===== config.mk =====
export PLATFORM = sky130hd
export DESIGN_NAME = uart_tx_framed
export DESIGN_NICKNAME = d
export VERILOG_FILES = /design/src/rtl/uart_pkg.sv /design/src/rtl/uart_baud_tick.sv /design/src/rtl/uart_tx_framed.sv
export SDC_FILE = /design/constraint.sdc
export NUM_CORES = 1
export LEC_CHECK = 0
export BUFFER_PORTS_ARGS = -buffer_cell sky130_fd_sc_hd__buf_4
export CAP_MARGIN = 20
export CORE_AREA = 4 4 51 53
export DETAILED_ROUTE_END_ITERATION = 8
export DIE_AREA = 0 0 55 57
export PLACE_DENSITY = 0.72
export SETUP_SLACK_MARGIN = 0.02
export SYNTH_ARGS = -nofsm -noshare
export SYNTH_HDL_FRONTEND = slang
export SYNTH_SLANG_ARGS = --single-unit
export TNS_END_PERCENT = 100

===== constraint.sdc =====
create_clock -name CLK -period 1.85 [get_ports CLK]
set_clock_uncertainty 0.1 [all_clocks]
set_input_delay 0.37 -clock CLK [delete_from_list [all_inputs] [get_ports CLK]]
set_output_delay 0.37 -clock CLK [all_outputs]
set_load 0.01 [all_outputs]

===== src/rtl/uart_pkg.sv =====
// Shared definitions for the framed UART transmitter.
// Build option: define UART_TX_PARITY_EN to add a parity bit after the payload.
package uart_pkg;

   // Values accepted by the PARITY_ODD parameter.
   localparam int unsigned ParityEven = 0;
   localparam int unsigned ParityOdd  = 1;

`ifdef UART_TX_PARITY_EN
   typedef enum logic [2:0] {StIdle, StStart, StData, StParity, StStop} tx_state_e;
`else
   typedef enum logic [2:0] {StIdle, StStart, StData, StStop} tx_state_e;
`endif

endpackage


===== src/rtl/uart_baud_tick.sv =====
// Bit-period divider: tick is high in the last cycle of every bit period.
// clear holds the count at zero so each frame starts a fresh bit period.
module uart_baud_tick #(
   parameter int unsigned CLKS_PER_BIT = 4
) (
   input  logic CLK,
   input  logic RESET,
   input  logic clear,
   output logic tick
);

   localparam int unsigned     CntW   = (CLKS_PER_BIT > 1) ? $clog2(CLKS_PER_BIT) : 1;
   localparam logic [CntW-1:0] CntMax = CntW'(CLKS_PER_BIT - 1);

   logic [CntW-1:0] cnt_q, cnt_d;

   // With CLKS_PER_BIT=1 the count stays at zero and tick is permanently high.
   assign tick = (cnt_q == CntMax);

   // Next count: wrap at the end of a bit period or when cleared.
   always_comb begin
      cnt_d = cnt_q + 1'b1;
      if (clear || tick) begin
         cnt_d = '0;
      end
   end

   // Cycle counter within the current bit period.
   always_ff @(posedge CLK or posedge RESET) begin
      if (RESET) begin
         cnt_q <= '0;
      end else begin
         cnt_q <= cnt_d;
      end
   end

endmodule


===== src/rtl/uart_tx_framed.sv =====
// Framed UART transmitter: start bit, DATA_W bits LSB first, optional parity,
// STOP_BITS stop bits. ready/tx/busy are all registered.
// Build option: define UART_TX_PARITY_EN to insert the parity bit.
module uart_tx_framed
   import uart_pkg::*;
#(
   parameter int unsigned DATA_W       = 8,
   parameter int unsigned CLKS_PER_BIT = 4,
   parameter int unsigned STOP_BITS    = 1,
   parameter int unsigned PARITY_ODD   = 0
) (
   input  logic              CLK,
   input  logic              RESET,
   input  logic [DATA_W-1:0] data,
   input  logic              valid,
   output logic              ready,
   output logic              tx,
   output logic              busy
);

   localparam int unsigned        BitCntW  = $clog2(DATA_W);
   localparam logic [BitCntW-1:0] LastBit  = BitCntW'(DATA_W - 1);
   localparam logic               LastStop = 1'(STOP_BITS - 1);

   if (DATA_W < 5 || DATA_W > 9) begin : gen_bad_data_w
      $error("uart_tx_framed: DATA_W must be 5..9");
   end
   if (CLKS_PER_BIT < 1) begin : gen_bad_clks_per_bit
      $error("uart_tx_framed: CLKS_PER_BIT must be at least 1");
   end
   if (STOP_BITS < 1 || STOP_BITS > 2) begin : gen_bad_stop_bits
      $error("uart_tx_framed: STOP_BITS must be 1 or 2");
   end
   if (PARITY_ODD != ParityEven && PARITY_ODD != ParityOdd) begin : gen_bad_parity_odd
      $error("uart_tx_framed: PARITY_ODD must be 0 or 1");
   end

   tx_state_e          state_q;
   logic [DATA_W-1:0]  shift_q;
   logic [BitCntW-1:0] bit_cnt_q;
   logic               stop_cnt_q;
   logic               ready_q;
   logic               tx_q;
   logic               busy_q;
   logic               bit_tick;
   logic               baud_clear;
`ifdef UART_TX_PARITY_EN
   logic               par_q;
`endif

   assign ready = ready_q;
   assign tx    = tx_q;
   assign busy  = busy_q;

   // Divider runs only inside a frame, so every frame starts on a full bit period.
   assign baud_clear = (state_q == StIdle);

   uart_baud_tick #(
      .CLKS_PER_BIT(CLKS_PER_BIT)
   ) u_baud_tick (
      .CLK  (CLK),
      .RESET(RESET),
      .clear(baud_clear),
      .tick (bit_tick)
   );

   // Frame sequencer; tx is updated on the same edge as the state so it is never decoded.
   always_ff @(posedge CLK or posedge RESET) begin
      if (RESET) begin
         state_q    <= StIdle;
         shift_q    <= '0;
         bit_cnt_q  <= '0;
         stop_cnt_q <= 1'b0;
         ready_q    <= 1'b0;
         tx_q       <= 1'b1;
         busy_q     <= 1'b0;
`ifdef UART_TX_PARITY_EN
         par_q      <= 1'b0;
`endif
      end else begin
         unique case (state_q)
            StIdle: begin
               ready_q <= 1'b1;
               if (valid && ready_q) begin
                  shift_q    <= data;
                  bit_cnt_q  <= '0;
                  stop_cnt_q <= 1'b0;
`ifdef UART_TX_PARITY_EN
                  par_q      <= (^data) ^ (PARITY_ODD == ParityOdd);
`endif
                  ready_q    <= 1'b0;
                  busy_q     <= 1'b1;
                  tx_q       <= 1'b0;
                  state_q    <= StStart;
               end
            end
            StStart: begin
               if (bit_tick) begin
                  tx_q    <= shift_q[0];
                  shift_q <= shift_q >> 1;
                  state_q <= StData;
               end
            end
            StData: begin
               if (bit_tick) begin
                  if (bit_cnt_q == LastBit) begin
`ifdef UART_TX_PARITY_EN
                     tx_q    <= par_q;
                     state_q <= StParity;
`else
                     tx_q    <= 1'b1;
                     state_q <= StStop;
`endif
                  end else begin
                     bit_cnt_q <= bit_cnt_q + 1'b1;
                     tx_q      <= shift_q[0];
                     shift_q   <= shift_q >> 1;
                  end
               end
            end
`ifdef UART_TX_PARITY_EN
            StParity: begin
               if (bit_tick) begin
                  tx_q    <= 1'b1;
                  state_q <= StStop;
               end
            end
`endif
            StStop: begin
               if (bit_tick) begin
                  if (stop_cnt_q == LastStop) begin
                     state_q <= StIdle;
                     ready_q <= 1'b1;
                     busy_q  <= 1'b0;
                     tx_q    <= 1'b1;
                  end else begin
                     stop_cnt_q <= 1'b1;
                  end
               end
            end
            default: begin
               state_q <= StIdle;
            end
         endcase
      end
   end

endmodule


# Yosys cells after proc, flatten, opt, wreduce, memory -nomap -nowiden
# Cells that the tools add are included.
# totals
register_bits,20
out_inout_bits,3
# op_classes
add_sub_neg,2
n_eq_ne,12
mux,33
n_reduce_logical,14
# op_table
operator,n
8-bit two-way mux,4
3-bit two-way mux,9
8-bit case mux with 3 select lines,1
1-bit two-way mux,12
3-bit case mux with 4 select lines,1
6-bit AND reduction,2
"2-bit inequality test, second input constant",4
4-bit AND reduction,2
"3-bit by 2-bit equality test with 1-bit output, second input constant",2
"2-bit by 1-bit inequality test with 1-bit output, second input constant",3
1-bit case mux with 2 select lines,3
3-bit case mux with 2 select lines,1
3-bit AND reduction,2
5-bit AND reduction,1
1-bit case mux with 4 select lines,1
2-bit nonzero test,2
4-bit nonzero test,1
"3-bit by 1-bit adder with 3-bit output, second input constant",1
"3-bit by 1-bit equality test with 1-bit output, second input constant",1
"3-bit equality test, second input constant",1
3-bit logical NOT,1
3-bit nonzero test,1
"2-bit by 1-bit adder with 2-bit output, second input constant",1
"2-bit equality test, second input constant",1
other kinds (3),3

# Depth between registers and ports, before layout
# Gate-level depths: netlist (run 1).
# depth
depth_word,4
ltp_mapped,6

# By module
# A second synthesis (run 1) with hierarchy kept.
# unflattened
hier_cells,93
area_unflattened_um2,1064.8
# by_module_without_submodules
mod,instances,cells_per_inst,area_each_um2,seq_area_each_um2
uart_tx_framed,1,87,975.9,401.6
uart_baud_tick,1,6,88.8,50.0

# Worst setup path after synthesis (run 1)
# No wires, ideal clock.
# synth_path
path_type,register to register
from,reg bit_cnt_q[0]
to,reg shift_q[0]
setup_time_ns,0.125
arrival_time_ns,1.832
path_slack_ns,-0.207
stages_incl_launch_ff,6
n_path_buf,0
period_less_slack_ns,2.057
path_cell_list,dfrtp_1 ha_1 ha_1 nand2b_4 a2111oi_4 mux2_2
# synth_between
elab_chain_cells,3
# synth_rtl
item,line,text
start: declaration,uart_tx_framed.sv:40,logic [BitCntW-1:0] bit_cnt_q;
start signal: assignment,uart_tx_framed.sv:115,bit_cnt_q <= bit_cnt_q + 1'b1;
3-bit equality test,uart_tx_framed.sv:106,if (bit_cnt_q == LastBit) begin
2-bit inequality test (no line),--,
5-bit AND reduction (no line),--,
end signal: assignment,uart_tx_framed.sv:85,shift_q <= data;
end signal: assignment,uart_tx_framed.sv:100,shift_q <= shift_q >> 1;
end signal: assignment,uart_tx_framed.sv:117,shift_q <= shift_q >> 1;
end: declaration,uart_tx_framed.sv:39,logic [DATA_W-1:0] shift_q;
# No other way between the ends.
# A chain may end at the register's enable or synchronous reset.

# Worst setup path after layout (run 1)
# layout_path
from,reg bit_cnt_q[1]
to,reg shift_q[6]
# The elaborated chain is that of the path after synthesis.

==> results of run 1 <==
[per-stage QoR]
stage	setup TNS [ns]	hold slack [ns]	std cells	worst slack, ns
detailed placement	-0.604	0.305	134	-0.0844
finish	-0.528	0.238	142	-0.0783
floorplan	-0.965	0.208	82	-0.127
CTS	-0.584	0.232	140	-0.0809
global placement	-0.323	0.304	134	-0.0497
global route	-0.986	0.235	142	-0.140
[cells in the final DEF (no fill, tap or decap), types with 4 or more instances in the layout]
cell type,instances
mux2_2,15
nor2b_1,4
inv_1,4
nor3_1,4
dfrtp_1,17
buf_4,30
[cells by family after synthesis]
| kind of cell | after synthesis |
|---|---|
| buffers and inverters | 8 |
| adders and majority gates | 8 |
| DFF | 18 |
| AOI/OAI and AO/OA | 15 |
| and+or+nand+nor | 15 |
| muxes | 18 |
[where the power goes]
part / switching [mW] / internal, mW
logic: 0.666 / 1.00
clock network: 0.119 / 0.0838
registers: 0.112 / 0.576
total: 0.896 / 1.66
[metal layers]
layer / global-route usage [%] / vias up / share of wire, %
met4: 7.29 / 0 / 0.75
met1: 18.5 / 365 / 41
met2: 25.8 / 14 / 54
met5: 0 / - / 0
met3: 2.35 / 2 / 4.0
li1: - / 363 / -
[Yosys cell counts (2+ instances only)]
master | number | area (um^2)
mux2_2 | 18 | 203
nor2_1 | 2 | 7.51
a22o_1 | 3 | 26.3
ha_1 | 8 | 100
a31oi_1 | 2 | 12.5
nor3_1 | 5 | 25.0
a211oi_1 | 2 | 15.0
buf_2 | 2 | 10.0
nor2b_1 | 4 | 25.0
inv_1 | 4 | 15.0
dfrtp_1 | 17 | 425
[worst paths after layout]
check,start,end,slack (ns),cells after the start
max,bit_cnt_q[1],shift_q[6],-0.08,6
min in group asynchronous,RESET,shift_q[1],0.54,4
max in group asynchronous,RESET,tx,0.84,4
min reg2reg,u_baud_tick.cnt_q[0],u_baud_tick.cnt_q[0],0.35,1
max reg2reg,bit_cnt_q[1],shift_q[6],-0.08,6
min,valid,ready,0.24,2
[cell type report]
class	instances	area (um^2)	area share (%)
repair buffers	32	246	17.9
flip-flops and latches	18	452	32.8
clock buffers	4	26.3	1.91
multi-input cells	56	603	43.8
inverters	4	15.0	1.09
well taps	28	35.0	2.54
[state kept, by name, summed over array words and instances (netlist names)]
register           count
bit_cnt_q              3
ready                  1
u_baud_tick.cnt_q      2
tx                     1
state_q                2
shift_q                8
busy                   1
[repair_timing]
action / 4_1_cts / 5_1_grt
pin swaps: 1 / 3
endpoints found under the hold margin: 17 / 0
setup buffers: 1 / 2
hold buffers: 1 / 0
resized for setup: 3 / 7
endpoints found under the setup margin: 11 / 14
==> results.cfg, run 1 <==
[run_status]
status = finished with violations
violations = setup timing

[yosys]
synth_edf_count = 0
synthMuxAreaShare_pct = 20.0
avgSynthCellArea_um2 = 12.4
ys_async_sr_fraction_pct = 100
synth_area_um2 = 1020
synth_top_family_by_area = multiplexers
synth_compound_area_share_pct = 13.4
syn-instance-count = 82
yosys.area_share.adder_pct = 9.85
synth_xor_area_share_pct = 0
ys_warn_count = 0
syn_nets = 101
ys_ff_latch = 18
ys.flop_type = dfrtp_1
synth_cell_types = 26
ys_seq_area_share_pct = 44.5
synthSimpleGateAreaFrac_pct = 8.99

[sta]
slew_violations = 0
max_freq_ghz = 0.519
finalCriticalPeriod_ns = 1.93
setup_viol = 8
maxSlewHeadroom_pct = 70.7
fin_crit_sh_pct = 104
final.setup.worst_slack_ns = -0.0783
rsz0062_at_grt = yes
tightest_slew_ns = 0.436
hold_violations = 0

[worst_setup_path]
required_ns = 1.93
max_stage_delay_ns = 0.40
crit_path_end_kind = flop
arrival_ns = 2.01
critPathKind = flop to flop
cp_slowest_cell = dfrtp_1
start_kind = flop
cp_max_fo = 8
worst-path-buf-inv = 1
crit_family = flip-flops
crit_chain = ha_2 > ha_4 > nand2b_4 > a2111oi_4 > buf_6 > mux2_2

[die]
die-area_um2 = 3140
die_h_um = 57
start_util_pct = 47.3
die_w_um = 55
rows = 17
boundaryPins = 14
core_um2 = 2150

[grt]
grt_pass1_wl_mm = 3.52
grt_overflow = 0
antenna_found_initial = 0
grt_pass1_vias = 823
track_usage_pct = 15.3
grt_max_degree = 19

[final_layout]
synthToLayoutAreaGrowth_pct = 35.6
fillers = 177
fin_nets = 134
postLayoutCoreUtil_pct = 64.1
final_area_um2 = 1380
antennaDiodeCount = 0
drive_gt1_share_pct = 56.1

[run]
maxCapViolCount = 0

[route]
wl_per_cell_um = 14.1
drtIter0Drc = 11
firstDrtPassIters = 4
vias_per_cell = 5.24
num_vias = 744
antenna_left = 0
drc = 0
wl_mm = 2.01

[cts]
cts_buffer_depth = 2
clk_pin_slew_ns = 0.11
cts_buffers = 3
htree_levels = 1
root_buffer = clkbuf_4
clk_latency_ns = 0.29
cts.sink_count = 18
cts_tree = done

[pwr]
leakagePower_nw = 0.623
vdd_drop_max_uv = 1120
power_mw = 2.56
power_density_nw_per_um2 = 1860

[place]
dpl-instance-area_um2 = 1270
place.gp.congestion = 0.799
portBuffers = 13
place_hpwl_mm = 1.51

[min_path]
hold_class = input port to flop
Note: power is estimated with default switching activity, not from simulation.
==> run 2, diff against run 1 <==
--- a/config.mk
+++ b/config.mk
@@ -5,12 +5,12 @@
 export SDC_FILE = /design/constraint.sdc
 export NUM_CORES = 1
 export LEC_CHECK = 0
-export BUFFER_PORTS_ARGS = -buffer_cell sky130_fd_sc_hd__buf_4
 export CAP_MARGIN = 20
-export CORE_AREA = 4 4 51 53
+export CORE_AREA = 4 4 49 51
 export DETAILED_ROUTE_END_ITERATION = 8
-export DIE_AREA = 0 0 55 57
-export PLACE_DENSITY = 0.72
+export DIE_AREA = 0 0 53 55
+export DONT_BUFFER_PORTS = 1
+export PLACE_DENSITY = 0.71
 export SETUP_SLACK_MARGIN = 0.02
 export SYNTH_ARGS = -nofsm -noshare
 export SYNTH_HDL_FRONTEND = slang
==> run 2 against run 1 <==
The run still ends with setup timing left. Combinational power fell by 13%. Setup slack improved by 0.020 ns. Core utilization fell by 0.66 points. Critical path depth unchanged. Hold slack got worse by 0.15 ns. Final area decreased by 11%. Sequential cell count is the same. Count of clock-buffer cells in the layout stayed put. Register-to-register slack better by 0.02 ns. Critical path type unchanged.
==> results.cfg, run 2 (synthesized netlist as in run 1, its figures left out) <==
[route]
firstDrtPassIters = 2
wl_per_cell_um = 14.3
antenna_left = 0
vias_per_cell = 5.49
wl_mm = 1.77
num_vias = 681
drc = 0
drtIter0Drc = 1

[run_status]
violations = setup timing
status = finished with violations

[place]
portBuffers = 0
place.gp.congestion = 0.810
place_hpwl_mm = 1.38

[die]
die_h_um = 55
rows = 16
start_util_pct = 52.3
die-area_um2 = 2920
core_um2 = 1940
boundaryPins = 14
die_w_um = 53

[sta]
setup_tns_ns = -0.395
finalCriticalPeriod_ns = 1.91
tightest_slew_ns = 0.690
rsz0062_at_grt = yes
maxSlewHeadroom_pct = 53.9
setup_viol = 8
slew_violations = 0
max_freq_ghz = 0.524
hold_violations = 0
fin_crit_sh_pct = 103
final.setup.worst_slack_ns = -0.0582

[cts]
cts.sink_count = 18
cts_tree = done
clk_pin_slew_ns = 0.10
cts_buffer_depth = 2
cts_buffers = 3
htree_levels = 1
root_buffer = clkbuf_4
clk_latency_ns = 0.28

[worst_setup_path]
start_kind = flop
crit_path_end_kind = flop
required_ns = 1.93
cp_max_fo = 8
arrival_ns = 1.99
critPathKind = flop to flop

[final_layout]
drive_gt1_share_pct = 49.5
final_cell_mix = mux2_2 (17), dfrtp_1 (17), buf_4 (13)
antennaDiodeCount = 0
fin_nets = 117
top_regs = shift_q (8), bit_cnt_q (3)
synthToLayoutAreaGrowth_pct = 21.3
largest-register = shift_q
largest_reg_flops = 8

[pwr]
leakagePower_nw = 0.540
power.switching_mw = 0.831
p_comb_share_pct = 60.7
p_int_mw = 1.55
vdd_drop_max_uv = 1200
power_density_nw_per_um2 = 1930
seq_power_share_pct = 29.4
power_mw = 2.38
swShare_pct = 34.9
power_frac_clock_pct = 9.9

[run]
maxCapViolCount = 0

[grt]
track_usage_pct = 15.0
antenna_found_initial = 0
grt_pass1_wl_mm = 3.18
grt_pass1_vias = 757
grt_overflow = 0
grt_max_degree = 19

[min_path]
hold_class = input port to flop
run 2: final timing paths:
kind	startpoint	end	slack (ns)	cells past startpoint
max reg2reg	bit_cnt_q[0]	shift_q[2]	-0.06	6
min reg2reg	u_baud_tick.cnt_q[0]	u_baud_tick.cnt_q[0]	0.34	1
max in group asynchronous	RESET	bit_cnt_q[0]	0.68	2
max	bit_cnt_q[0]	shift_q[2]	-0.06	6
min in group asynchronous	RESET	shift_q[4]	0.52	2
min	valid	ready	0.09	1
run 2: worst max-delay path: stages, from the launching register on:
cell and delay, ns:
dfrtp_1 0.40, ha_2 0.20, ha_4 0.15, nand2b_4 0.14, a2111oi_4 0.30, buf_6 0.18
mux2_2 0.34
run 2: final cells by class:
class	instances	area, um^2
fillers	148	709
flip-flops and latches	18	452
well taps	27	33.8
inverters	4	15.0
clock buffers	4	36.3
multi-input cells	56	577
repair buffers	15	119
run 2: stage by stage:
stage                     util (%)  std cells  hold slack [ns]  cell area (um^2)  setup WS (ns)
after floorplan                  -         82            0.208              1050         -0.127
final                         63.5        124           0.0905              1230        -0.0582
after global routing          63.5        124           0.0869              1230         -0.136
after global placement        59.3        117            0.295              1150        -0.0443
after detailed placement      59.3        117            0.311              1150        -0.0858
after CTS                     62.6        123           0.0804              1210        -0.0671
run 2: what timing repair did:
item,in CTS,in global routing
setup buffers,1,1
endpoints found under the setup margin,10,14
resized for setup,2,4
hold buffers,1,0
pin swaps,0,2
hold endpoints to repair,17,0
run 2: metal layers:
metal,track usage (%),vias to the layer above,part of all wire (%)
met2,27.7,10,53
met5,0,-,0
met4,6.81,0,0
li1,-,331,-
met3,2.95,0,2.7
met1,16.6,340,44
run 2: power by group through the flow:
stage / clock [mW] / sequential (mW) / combinational, mW
after global routing: 0.266 / 0.725 / 1.60
after detailed placement: 0 / 0.713 / 1.36
after global placement: 0 / 0.702 / 1.32
after CTS: 0.248 / 0.706 / 1.41
after floorplan: 0 / 0.687 / 1.03
final: 0.237 / 0.701 / 1.45
==> run 3, diff against run 2 <==
--- a/config.mk
+++ b/config.mk
@@ -6,11 +6,11 @@
 export NUM_CORES = 1
 export LEC_CHECK = 0
 export CAP_MARGIN = 20
-export CORE_AREA = 4 4 49 51
+export CORE_AREA = 4 4 47 49
 export DETAILED_ROUTE_END_ITERATION = 8
-export DIE_AREA = 0 0 53 55
+export DIE_AREA = 0 0 51 53
 export DONT_BUFFER_PORTS = 1
-export PLACE_DENSITY = 0.71
+export PLACE_DENSITY = 0.74
 export SETUP_SLACK_MARGIN = 0.02
 export SYNTH_ARGS = -nofsm -noshare
 export SYNTH_HDL_FRONTEND = slang
==> constraint.sdc (replaced) <==
create_clock -name CLK -period 1.9 [get_ports CLK]
set_clock_uncertainty 0.1 [all_clocks]
set_input_delay 0.38 -clock CLK [delete_from_list [all_inputs] [get_ports CLK]]
set_output_delay 0.38 -clock CLK [all_outputs]
set_load 0.01 [all_outputs]
==> run 3 against run 2 <==
The run still ends with setup timing left. Register-to-register slack hardly changed. Die area decreased by 7.3%. Setup slack gained 0.015 ns. Fmax down 1.8%. Power is 1.7% lower. Routed wire length increased by 4.9%. Sequential share of layout area fell by 0.26 points. Sequential power is 4.3% lower. Critical path type unchanged.
==> results.cfg, run 3 (synthesized netlist as in run 1, its figures left out) <==
[run_status]
status = finished with violations
violations = setup timing

[die]
start_util_pct = 54.6
die_h_um = 53
rows = 16
die-area_um2 = 2700
die_w_um = 51
core_um2 = 1860
boundaryPins = 14

[sta]
hold_violations = 0
tightest_slew_ns = 0.666
hold_ws_ns = 0.101
maxSlewHeadroom_pct = 55.6
max_freq_ghz = 0.514
finalCriticalPeriod_ns = 1.94
slew_violations = 0
final.setup.worst_slack_ns = -0.0437
setup_viol = 7
fin_crit_sh_pct = 102
rsz0062_at_grt = yes

[pwr]
leakagePower_nw = 0.548
power.switching_mw = 0.823
power_frac_clock_pct = 8.2
swShare_pct = 35.1
power_density_nw_per_um2 = 1890
p_comb_share_pct = 63.1
p_int_mw = 1.52
vdd_drop_max_uv = 1170
seq_power_share_pct = 28.7

[place]
dpl-instance-area_um2 = 1170
portBuffers = 0
place.gp.congestion = 0.820
dp.cells = 119
place_hpwl_mm = 1.45

[route]
drc = 0
antenna_left = 0
wl_per_cell_um = 14.8
wl_mm = 1.86
num_vias = 685
drtIter0Drc = 3
vias_per_cell = 5.44
firstDrtPassIters = 4

[grt]
antenna_found_initial = 0
grt_overflow = 0
track_usage_pct = 16.7
grt_max_degree = 19
grt_pass1_wl_mm = 3.28
grt_pass1_vias = 756

[final_layout]
final_cell_mix = dfrtp_1 (17), mux2_2 (16), buf_4 (15)
top_regs = shift_q (8), bit_cnt_q (3)
antennaDiodeCount = 0
synthToLayoutAreaGrowth_pct = 22.2
final_area_um2 = 1240
seq_area_um2 = 452
fillers = 157
final_common_cell = dfrtp_1
largest-register = shift_q
final_cell_count_no_fill = 126
fin_nets = 119
drive_gt1_share_pct = 48.5
multiInputGateArea_um2 = 581
largest_reg_flops = 8

[worst_setup_path]
max_stage_delay_ns = 0.40
cp_slowest_cell = dfrtp_1
crit_cells = 6
cp_max_fo = 8
crit_family = flip-flops
start_kind = flop
crit_chain = ha_2 > ha_4 > nand2b_4 > a2111oi_4 > buf_6 > mux2_2
worst-path-buf-inv = 1
ff2ff_path_depth = 6
critPathKind = flop to flop
crit_path_end_kind = flop
required_ns = 1.98
arrival_ns = 2.02

[cts]
cts_buffers = 3
clk_latency_ns = 0.29
cts.sink_count = 18
root_buffer = clkbuf_4
clk_pin_slew_ns = 0.10
htree_levels = 1
cts_tree = done
cts_buffer_depth = 2

[run]
maxCapViolCount = 0

[min_path]
hold_depth = 1
hold_class = input port to flop
==> run 3: timing repair <==
action                                  4_1_cts  5_1_grt
gates resized for setup                       1        5
endpoints found under the hold margin        17        0
endpoints found under the setup margin        8       12
hold buffers                                  1        0
setup buffers                                 0        2
==> run 3: path summary, 6_finish.rpt <==
kind | startpoint | to | slack (ns)
max in group asynchronous | RESET | shift_q[0] | 0.74
worst min register to register | u_baud_tick.cnt_q[0] | u_baud_tick.cnt_q[0] | 0.35
worst max-delay path | bit_cnt_q[0] | shift_q[7] | -0.04
min in group asynchronous | RESET | bit_cnt_q[0] | 0.52
worst min-delay path | valid | ready | 0.10
worst max register to register | bit_cnt_q[0] | shift_q[7] | -0.04
==> run 3: routing by layer <==
metal	vias up	track usage, %	wire length (um)
met3	5	4.51	62
met2	11	29.8	969
li1	332	-	-
met1	337	17.4	785
met5	-	0	0
met4	0	9.87	42
==> run 3: power groups by stage <==
stage          clock [mW]  sequential (mW)  combinational, mW
4_1_cts             0.202            0.674               1.40
2_1_floorplan           0            0.669               1.00
6_report            0.192            0.671               1.48
3_3_place_gp            0            0.669               1.32
5_1_grt             0.224            0.689               1.63
3_5_place_dp            0            0.681               1.38
==> run 3: area by class of cell <==
class	instances	share of cell area, %
Inverter	4	1.21
Clock buffer	4	2.12
Sequential cell	18	36.4
Tap cell	27	2.72
Multi-Input combinational cell	56	46.8
Timing Repair Buffer	17	10.8
==> run 3: through the flow <==
| step | power (mW) | setup slack [ns] | util, % | TNS, ns |
|---|---|---|---|---|
| after floorplan | 1.67 | -0.0768 | - | -0.565 |
| after global placement | 1.99 | 0.00396 | 62.6 | 0 |
| after detailed placement | 2.06 | -0.0517 | 62.6 | -0.338 |
| after CTS | 2.28 | -0.0462 | 64.8 | -0.302 |
| after global routing | 2.55 | -0.0955 | 66.7 | -0.659 |
| final | 2.34 | -0.0437 | 66.7 | -0.241 |
